**config.mk**
```make
export PLATFORM = sky130hd
export DESIGN_NAME = shift_idx_recover
export DESIGN_NICKNAME = d
export VERILOG_FILES = /design/src/rtl/shift_idx_recover.sv
export SDC_FILE = /design/constraint.sdc
export NUM_CORES = 1
export LEC_CHECK = 0
export CELL_PAD_IN_SITES_DETAIL_PLACEMENT = 1
export CELL_PAD_IN_SITES_GLOBAL_PLACEMENT = 1
export CORE_MARGIN = 5
export CORE_UTILIZATION = 35
export CTS_CLUSTER_DIAMETER = 120
export DETAILED_ROUTE_END_ITERATION = 12
export PLACE_DENSITY_LB_ADDON = 0.1
export SLEW_MARGIN = 20
export SYNTH_ARGS = -nofsm -noshare
export SYNTH_HDL_FRONTEND = slang
export SYNTH_SLANG_ARGS = --single-unit
```
**constraint.sdc**
```tcl
create_clock -name clk -period 2.15 [get_ports clk]
set_clock_uncertainty 0.05 [all_clocks]
set_input_delay 0.43 -clock clk [delete_from_list [all_inputs] [get_ports clk]]
set_output_delay 0.43 -clock clk [all_outputs]
set_load 0.01 [all_outputs]
```
**src/rtl/shift_idx_recover.sv**
```systemverilog
// Sequential one-hot index reader: shifts an accepted vector right until empty and
// returns the lowest set bit index. Optional multi-hot flag under SHIFT_IDX_RECOVER_MULTI_EN.
module shift_idx_recover #(
  parameter int unsigned WIDTH = 8,
  parameter int unsigned IDX_W = 4
) (
  input  logic             clk,
  input  logic             rst,
  input  logic             in_valid,
  output logic             in_ready,
  input  logic [WIDTH-1:0] in_vec,
  output logic             out_valid,
  input  logic             out_ready,
  output logic [IDX_W-1:0] out_idx,
`ifdef SHIFT_IDX_RECOVER_MULTI_EN
  output logic             out_multi,
`endif
  output logic             out_zero
);

  localparam int unsigned LAST_CNT = WIDTH - 1;

  typedef enum logic [1:0] {IDLE, SCAN, DONE} state_t;

  state_t           state_q, state_d;
  logic [WIDTH-1:0] sreg;
  logic [IDX_W-1:0] cnt;
  logic [IDX_W-1:0] idx;
  logic             found;
  logic             zero;
  logic             accept_c;
  logic             scan_exit_c;
`ifdef SHIFT_IDX_RECOVER_MULTI_EN
  logic             multi;
`endif

  // Multi-hot mode must see every set bit; otherwise the first set bit ends the scan.
`ifdef SHIFT_IDX_RECOVER_MULTI_EN
  assign scan_exit_c = ((sreg >> 1) == '0) || (cnt == IDX_W'(LAST_CNT));
`else
  assign scan_exit_c = ((sreg >> 1) == '0) || (cnt == IDX_W'(LAST_CNT)) || sreg[0];
`endif

  assign accept_c  = in_valid && in_ready;
  assign in_ready  = (state_q == IDLE) && !rst;
  assign out_valid = (state_q == DONE);
  assign out_idx   = idx;
  assign out_zero  = zero;
`ifdef SHIFT_IDX_RECOVER_MULTI_EN
  assign out_multi = multi;
`endif

  always_ff @(posedge clk) begin
    if (rst) state_q <= IDLE;
    else     state_q <= state_d;
  end

  always_comb begin
    state_d = state_q;
    case (state_q)
      IDLE:    if (accept_c) state_d = SCAN;
      SCAN:    if (scan_exit_c) state_d = DONE;
      DONE:    if (out_ready) state_d = IDLE;
      default: state_d = IDLE;
    endcase
  end

  // Datapath: capture on acceptance, shift/count during SCAN, hold otherwise.
  always_ff @(posedge clk) begin
    if (rst) begin
      sreg  <= '0;
      cnt   <= '0;
      idx   <= '0;
      found <= 1'b0;
      zero  <= 1'b0;
`ifdef SHIFT_IDX_RECOVER_MULTI_EN
      multi <= 1'b0;
`endif
    end else begin
      case (state_q)
        IDLE: begin
          if (accept_c) begin
            sreg  <= in_vec;
            cnt   <= '0;
            idx   <= '0;
            found <= 1'b0;
            zero  <= 1'b0;
`ifdef SHIFT_IDX_RECOVER_MULTI_EN
            multi <= 1'b0;
`endif
          end
        end
        SCAN: begin
          if (sreg[0] && !found) begin
            idx   <= cnt;
            found <= 1'b1;
          end
`ifdef SHIFT_IDX_RECOVER_MULTI_EN
          if (sreg[0] && found) multi <= 1'b1;
`endif
          sreg <= sreg >> 1;
          if (!scan_exit_c) cnt <= cnt + IDX_W'(1);
          zero <= !(found || sreg[0]);
        end
        default: ;
      endcase
    end
  end

endmodule

```
---- Word-level counts from Yosys, hierarchy flattened ----
Index checks and enable logic that the tools add are counted.
word-level totals
  flip-flop bits (word level) ............. 20
  bits in latches ......................... 0
  bits in writable memories ............... 0
  memory bits (read-only) ................. 0
  input bits .............................. 12
  word-level logic and storage cells ...... 46
  memories ................................ 0
operators by class
  add/subtract/negate cells ............... 1
  multiply operators ...................... 0
  div/mod/pow operators ................... 0
  order comparisons ....................... 0
  eq/ne operators ......................... 8
  shift operators ......................... 0
  multiplexer cells ....................... 15
  bitwise logic cells ..................... 0
  reduce and logical (&&, ||, !) cells .... 16
operators by type and width
  cell                                                              number
  4-bit case mux with 2 select lines                                2
  8-bit case mux with 2 select lines                                1
  4-bit two-way mux                                                 3
  3-bit AND reduction                                               3
  8-bit logical NOT                                                 1
  8-bit two-way mux                                                 1
  2-bit != test (second input constant)                             4
  2-bit two-way mux                                                 3
  2-bit case mux with 3 select lines                                1
  4-bit by 1-bit adder with 4-bit output (second input constant)    1
  4-bit by 3-bit == test with 1-bit output (second input constant)  1
  1-bit case mux with 2 select lines                                2
  1-bit logical AND                                                 3
  1-bit logical NOT                                                 3
  1-bit logical OR                                                  3
  2-bit by 1-bit == test with 1-bit output (second input constant)  1
  2-bit == test (second input constant)                             1
  2-bit logical NOT                                                 1
  1-bit two-way mux                                                 2
  2-bit by 1-bit != test with 1-bit output (second input constant)  1
  2-bit AND reduction                                               1
  2-bit nonzero test                                                1

---- Depth between registers and ports, before layout ----
  depth after elaboration ................. 5
  gate-level depth with buffers ........... 5

---- Worst setup path after synthesis ----
No wires, ideal clock.
  path kind ............................... register -> register
  start ................................... reg cnt[0]
  end ..................................... reg cnt[3]
  library setup time ...................... 74 ps
  arrival time ............................ 1616 ps
  path slack .............................. 409 ps
  stages on the path, launching flop included .. 6
  path buffers ............................ 0
  period minus slack after synthesis ...... 1741 ps
  cells stage by stage .................... dfxtp_1 ha_1 and3b_1 a211o_1 or4_1 a31oi_1
on the way
  word-level cells in the longest chain between the ends .. 5
RTL lines
  element                                                                         line  source
  from (decl)                                                                     27    logic [IDX_W-1:0] cnt;
  from (signal assigned)                                                          102   if (!scan_exit_c) cnt <= cnt + IDX_W'(1);
  branches (longest 5 deep; another with 4-bit by 1-bit adder with 4-bit output)  --
Parallel ways; which one is timed is not known. The select of a mux whose other input is x is not followed.
A chain may end at the register's enable or synchronous reset.

---- Worst setup path in the final report ----
  start ................................... in rst
  end ..................................... out in_ready
on the way
  word-level cells in the longest chain between the ends .. 2
RTL lines
  element            line  source
  from (decl)        8     input logic rst,
  1-bit logical NOT  45    assign in_ready = (state_q == IDLE) && !rst;
  1-bit logical AND  45
  to (decl)          10    output logic in_ready,
Every way passes these cells.

==> flow_summary_export.csv <==
group,metric,value,unit
status,status,"complete, no violations",
critical_path,crit_type,"in -> out",
clock_tree,htree_levels,1,
clock_tree,cts_setup_buffers,0,
pwr,vdd_drop_max,0.0003922,V
grt,grt_max_degree,22,
clock_tree,clkTransAtPathRegs,0.12,ns
critical_path,startpoint_type,"primary input",
die,die_area,3573,um^2
logic_synthesis,synth_flop_cell,"dfxtp_1",
critical_path,end_kind,"output port",
critical_path,required,1.67,ns
clock_tree,cts_buffers,3,
route,vias,830,
timing,finalCriticalPeriod,2.031,ns
timing,drv_slew,0,
place,gp_congestion,0.7145,
critical_path,critPathCapture,"in_ready",
logic_synthesis,mappedNetlistArea,867.1,um^2
die,rows,18,
logic_synthesis,syn_nets,116,
die,fp.dieW,59.78,um
critical_path,r2r_start,"cnt[0]$_SDFFE_PP0P_",
place,dp_hpwl,1665,um
clock_tree,clock-sinks,20,
timing,setup-violations-final,0,
grt,use_met1,17.06,%
cells_and_area,syn2layout_area_growth,30.59,%
logic_synthesis,synth_area_per_cell,8.418,um^2
timing,slew-limit-headroom,73.95,%
logic_synthesis,synth.area.top_cells,"dfxtp_1 (46%), a311oi_1 (7.1%), nor2_1 (6.9%)",
critical_path,critPathLaunch,"rst",
logic_synthesis,synth-seq-cells,20,
grt,grt.busiest_layer,"met2",
logic_synthesis,synth_common_cells,"dfxtp_1 (20), nor2_1 (16), nand2_1 (15)",
die,start_util,35.65,%
timing,setup_slack,0.1191,ns
route,ant_nets,0,
grt,grt_pass1_wl,3781,um
timing,setup-tns-final,0,ns
timing,max_freq,0.4924,GHz
clock_tree,cts_resized,0,
cells_and_area,diodes,0,
logic_synthesis,synthCells,103,
die,fp.dieH,59.78,um
logic_synthesis,post-synth-top-count-cell,"dfxtp_1",
logic_synthesis,synth_top_cell_area_share,46.18,%
cells_and_area,nets,138,
grt,grt_use_total,13.94,%
clock_tree,clk_latency,0.30,ns
critical_path,worstPathArrival,1.55,ns
route,routed_wl,2255,um
timing,finalHoldViolCount,0,
critical_path,r2r-end,"cnt[3]$_SDFFE_PP0P_",
grt,grtUsageMet2,22.99,%
timing,finalCritPeriodShare,94.46,%
grt,grt_pass1_vias,871,
logic_synthesis,seq_area_frac_synth,46.18,%
cells_and_area,drive_above_1_share,8.065,%
grt,gr-usage-met3,5.616,%
route,vias_per_cell,5.390,
die,core_area,2432,um^2
logic_synthesis,synth_top_area_cell,"dfxtp_1",
critical_path,ff2ff_setup_slack,0.24,ns
place,io_buffers,18,
job,drv_cap,0,
die,ios,19,
timing,rsz0062_at_grt,"no",
logic_synthesis,ys_types,26,
clock_tree,clockBufferDepth,2,
clock_tree,cts_hold_buf,0,
route,dr.pass1.iters,4,
logic_synthesis,synth-edff-count,0,
logic_synthesis,yosys_warnings,0,
place,post-place-ws,0.1165,ns
critical_path,reg2reg_depth,5,
timing,max_slew.worst_pin.slew,0.3871,ns
route,wl_per_cell,14.64,um
pwr,leakage,0.4224,nW
clock_tree,cts_root_buf,"clkbuf_4",
critical_path,crit_fanout,2,
route,initialDrtViolationCount,25,
clock_tree,cts_tree,"done",
pwr,power.density,766.9,nW/um^2
grt,antenna_found_initial,0,
grt,grt_overflow,0,
route,route.detailed.drc,0,
logic_synthesis,synthArstFlopShare,0,%
min_path,hp-class,"reg -> reg",
## power breakdown
part           internal [mW]  switching [mW]
clock                  0.103           0.116
sequential             0.405          0.0337
combinational         0.0926           0.118
## layout by cell type, fill, tap and decap left out
cell	Yosys	layout
a211o_1	1	1
a211oi_1	1	1
a21oi_1	5	5
a22oi_1	5	5
a311oi_1	7	7
a31o_2	1	1
a31oi_1	1	1
and3b_1	1	1
buf_4	0	4
clkbuf_4	0	3
clkbuf_8	0	1
clkdlybuf4s50_1	0	18
dfxtp_1	20	20
ha_1	1	1
inv_1	3	3
mux2i_1	1	1
nand2_1	15	15
nand2b_1	1	1
nand3_1	4	4
nor2_1	16	16
nor2b_1	2	2
nor3_1	3	3
nor3b_2	1	1
nor4_1	2	2
nor4bb_1	1	1
o211ai_1	2	2
o311ai_0	1	1
or3_1	1	1
or4_1	2	2
## layout make-up
type	count	area, um^2
timing repair buffer	22	210.2
inverter	3	11.26
sequential	20	400.4
fill	293	1300
multi-input combinational	75	436.7
clock buffer	4	36.28
tap	30	37.54
## worst min-delay path by stage
stage,from,cells past startpoint,slack [ns],to
finish,out_zero$_SDFFE_PP0P_,2,0.44,out_zero$_SDFFE_PP0P_
global placement,out_zero$_SDFFE_PP0P_,2,0.41,out_zero$_SDFFE_PP0P_
global route,out_zero$_SDFFE_PP0P_,2,0.44,out_zero$_SDFFE_PP0P_
detailed placement,out_zero$_SDFFE_PP0P_,2,0.42,out_zero$_SDFFE_PP0P_
floorplan,sreg[3]$_SDFFE_PP0P_,2,0.42,sreg[3]$_SDFFE_PP0P_
CTS,out_zero$_SDFFE_PP0P_,2,0.44,out_zero$_SDFFE_PP0P_
## state kept, by name, summed over array words and instances (netlist names)
register,cells
state_q,2
out_idx,4
found,1
cnt,4
out_zero,1
sreg,8
## routing by layer
layer,share of wire [%],vias to the layer above
met4,0.98,0
li1,-,416
met3,5.3,2
met1,48,396
met2,46,16
met5,0,-
## cells by family after synthesis
kind of cell | after synthesis | share of synthesized area (%)
and+or+nand+nor | 49 | 27.13
muxes | 1 | 1.154
DFF | 20 | 46.18
adders and majority gates | 1 | 1.443
buffers and inverters | 8 | 3.463
AOI/OAI and AO/OA | 24 | 20.64
## metrics by stage
step                cells  utilization, %  hold WS [ns]  cell area [um^2]  power, mW
floorplan             103               -        0.4214             867.1     0.5708
global placement      150           45.06        0.4062              1096     0.6522
detailed placement    150           45.06        0.4173              1096     0.6594
CTS                   154           46.55        0.4381              1132     0.8818
global route          154           46.55        0.4443              1132     0.9211
finish                154           46.55        0.4353              1132     0.8684
## critical path, stage by stage
cell	delay, ns
clkdlybuf4s50_1	0.41
nor3_1	0.14
clkdlybuf4s50_1	0.56
Note: power is estimated with default switching activity, not from simulation.
==> RTL edit: new RTL, same settings <==
Re-encode `state_t` (3 states) as one-hot, 3 bits wide.
--- a/src/rtl/shift_idx_recover.sv
+++ b/src/rtl/shift_idx_recover.sv
@@ -20,7 +20,7 @@
 
   localparam int unsigned LAST_CNT = WIDTH - 1;
 
-  typedef enum logic [1:0] {IDLE, SCAN, DONE} state_t;
+  typedef enum logic [2:0] {IDLE = 3'b001, SCAN = 3'b010, DONE = 3'b100} state_t;
 
   state_t           state_q, state_d;
   logic [WIDTH-1:0] sreg;
Check against the original RTL: no difference found for any inputs over 10 cycles, from zero or initial values and one cycle with rst high; not proved beyond that.
==> RTL edit against the original RTL <==
Register-to-register slack better by 40 ps. Worst setup slack better by 5.2 ps. Power down 15%. Cell area up 8.0%. Fmax up 0.26%. Via count up 11%. Wire length up 9.8%. Count of clock-buffer cells in the layout down 1. Largest power group unchanged. Synthesized area up 13%. Critical path type unchanged. Sequential cell count up 1. Global-route usage down 0.70 points.
==> RTL edit: results (changes against the original RTL) <==
- Outcome: finished clean (unchanged)
- Met3 usage: 0.03777 (was 0.05616)
- Worst setup margin: 124.3 ps (was 119.1 ps)
- Met1 WL: 1.231 mm (was 1.072 mm)
- R2R Path Start: state_q[1]$_SDFFE_PP0P_ (was cnt[0]$_SDFFE_PP0P_)
- NumNets Final: 146 (was 138)
- Leak: 0.4314 nW (was 0.4224 nW)
- RR Endpoint: cnt[1]$_SDFFE_PP0P_ (was cnt[3]$_SDFFE_PP0P_)
- Met2 usage: 0.2034 (was 0.2299)
- Post-Route WL: 2.477 mm (was 2.255 mm)
- Flop pwr share: 0.580 (was 0.505)
- Total GRT Usage: 0.1325 (was 0.1394)
- First-pass GRT wire length: 4.367 mm (was 3.781 mm)
- Drt initial violations: 34 (was 25)
- Mapped Nets: 125 (was 116)
- Inst Count DP: 159 (was 150)
- Multiplexer area fraction after synthesis: 0 (was 0.01154)
- Clk pwr: 0.000190 W (was 0.000220 W)
- Reg2Reg Depth: 4 (was 5)
- Inverters: 4 (was 3)
- WL met2: 1.120 mm (was 1.038 mm)
- Adder-cell area share of the yosys netlist: 0.01282 (was 0.01443)
- Peak VDD IR: 0.3802 mV (was 0.3922 mV)
- Largest net degree at the start of global routing: 16 (was 22)
- Post-synth top cells: nor2_1 (22), dfxtp_1 (21), a21oi_1 (7), nand2_1 (7), a22oi_1 (6) (was dfxtp_1 (20), nor2_1 (16), nand2_1 (15), a311oi_1 (7))
- Register area share after synthesis: 0.4308 (was 0.4618)
- Place WS: 129.7 ps (was 116.5 ps)
- DR WL met3: 106 microns (was 120 microns)
- Multi-input combinational area share: 0.4166 (was 0.3856)
- Worst reg2reg setup slack: 280 ps (was 240 ps)
- Footprint of the multi-input gates: 509.2 sq um (was 436.7 sq um)
- Compound-Gate Fraction of Synth Area: 0.2436 (was 0.2063)
- Synth area leaders: dfxtp_1 (43%), nor2_1 (8.5%), a22oi_1 (4.6%) (was dfxtp_1 (46%), a311oi_1 (7.1%), nor2_1 (6.9%))
- Least-Margin Pin Slew: 559.3 ps (was 387.1 ps)
- Filler cell count: 339 (was 293)
[RTL edit: cells by family (layout without fill, tap and decap cells)]
logic type	Yosys count	in the layout
adder cells (fa/ha/maj)	1	1
AND/OR/NAND/NOR	48	48
flip-flops	21	21
buffers and inverters	10	30
AO/OA/AOI/OAI	32	32
[RTL edit: how the worst min path moves through the flow]
| stage | start | endpoint | slack (ps) |
|---|---|---|---|
| final | sreg[6]$_SDFFE_PP0P_ | sreg[6]$_SDFFE_PP0P_ | 450 |
| after global routing | sreg[1]$_SDFFE_PP0P_ | sreg[1]$_SDFFE_PP0P_ | 490 |
| after CTS | sreg[6]$_SDFFE_PP0P_ | sreg[6]$_SDFFE_PP0P_ | 460 |
| after detailed placement | sreg[6]$_SDFFE_PP0P_ | sreg[6]$_SDFFE_PP0P_ | 440 |
| after global placement | sreg[6]$_SDFFE_PP0P_ | sreg[6]$_SDFFE_PP0P_ | 430 |
| after floorplan | sreg[6]$_SDFFE_PP0P_ | sreg[6]$_SDFFE_PP0P_ | 410 |
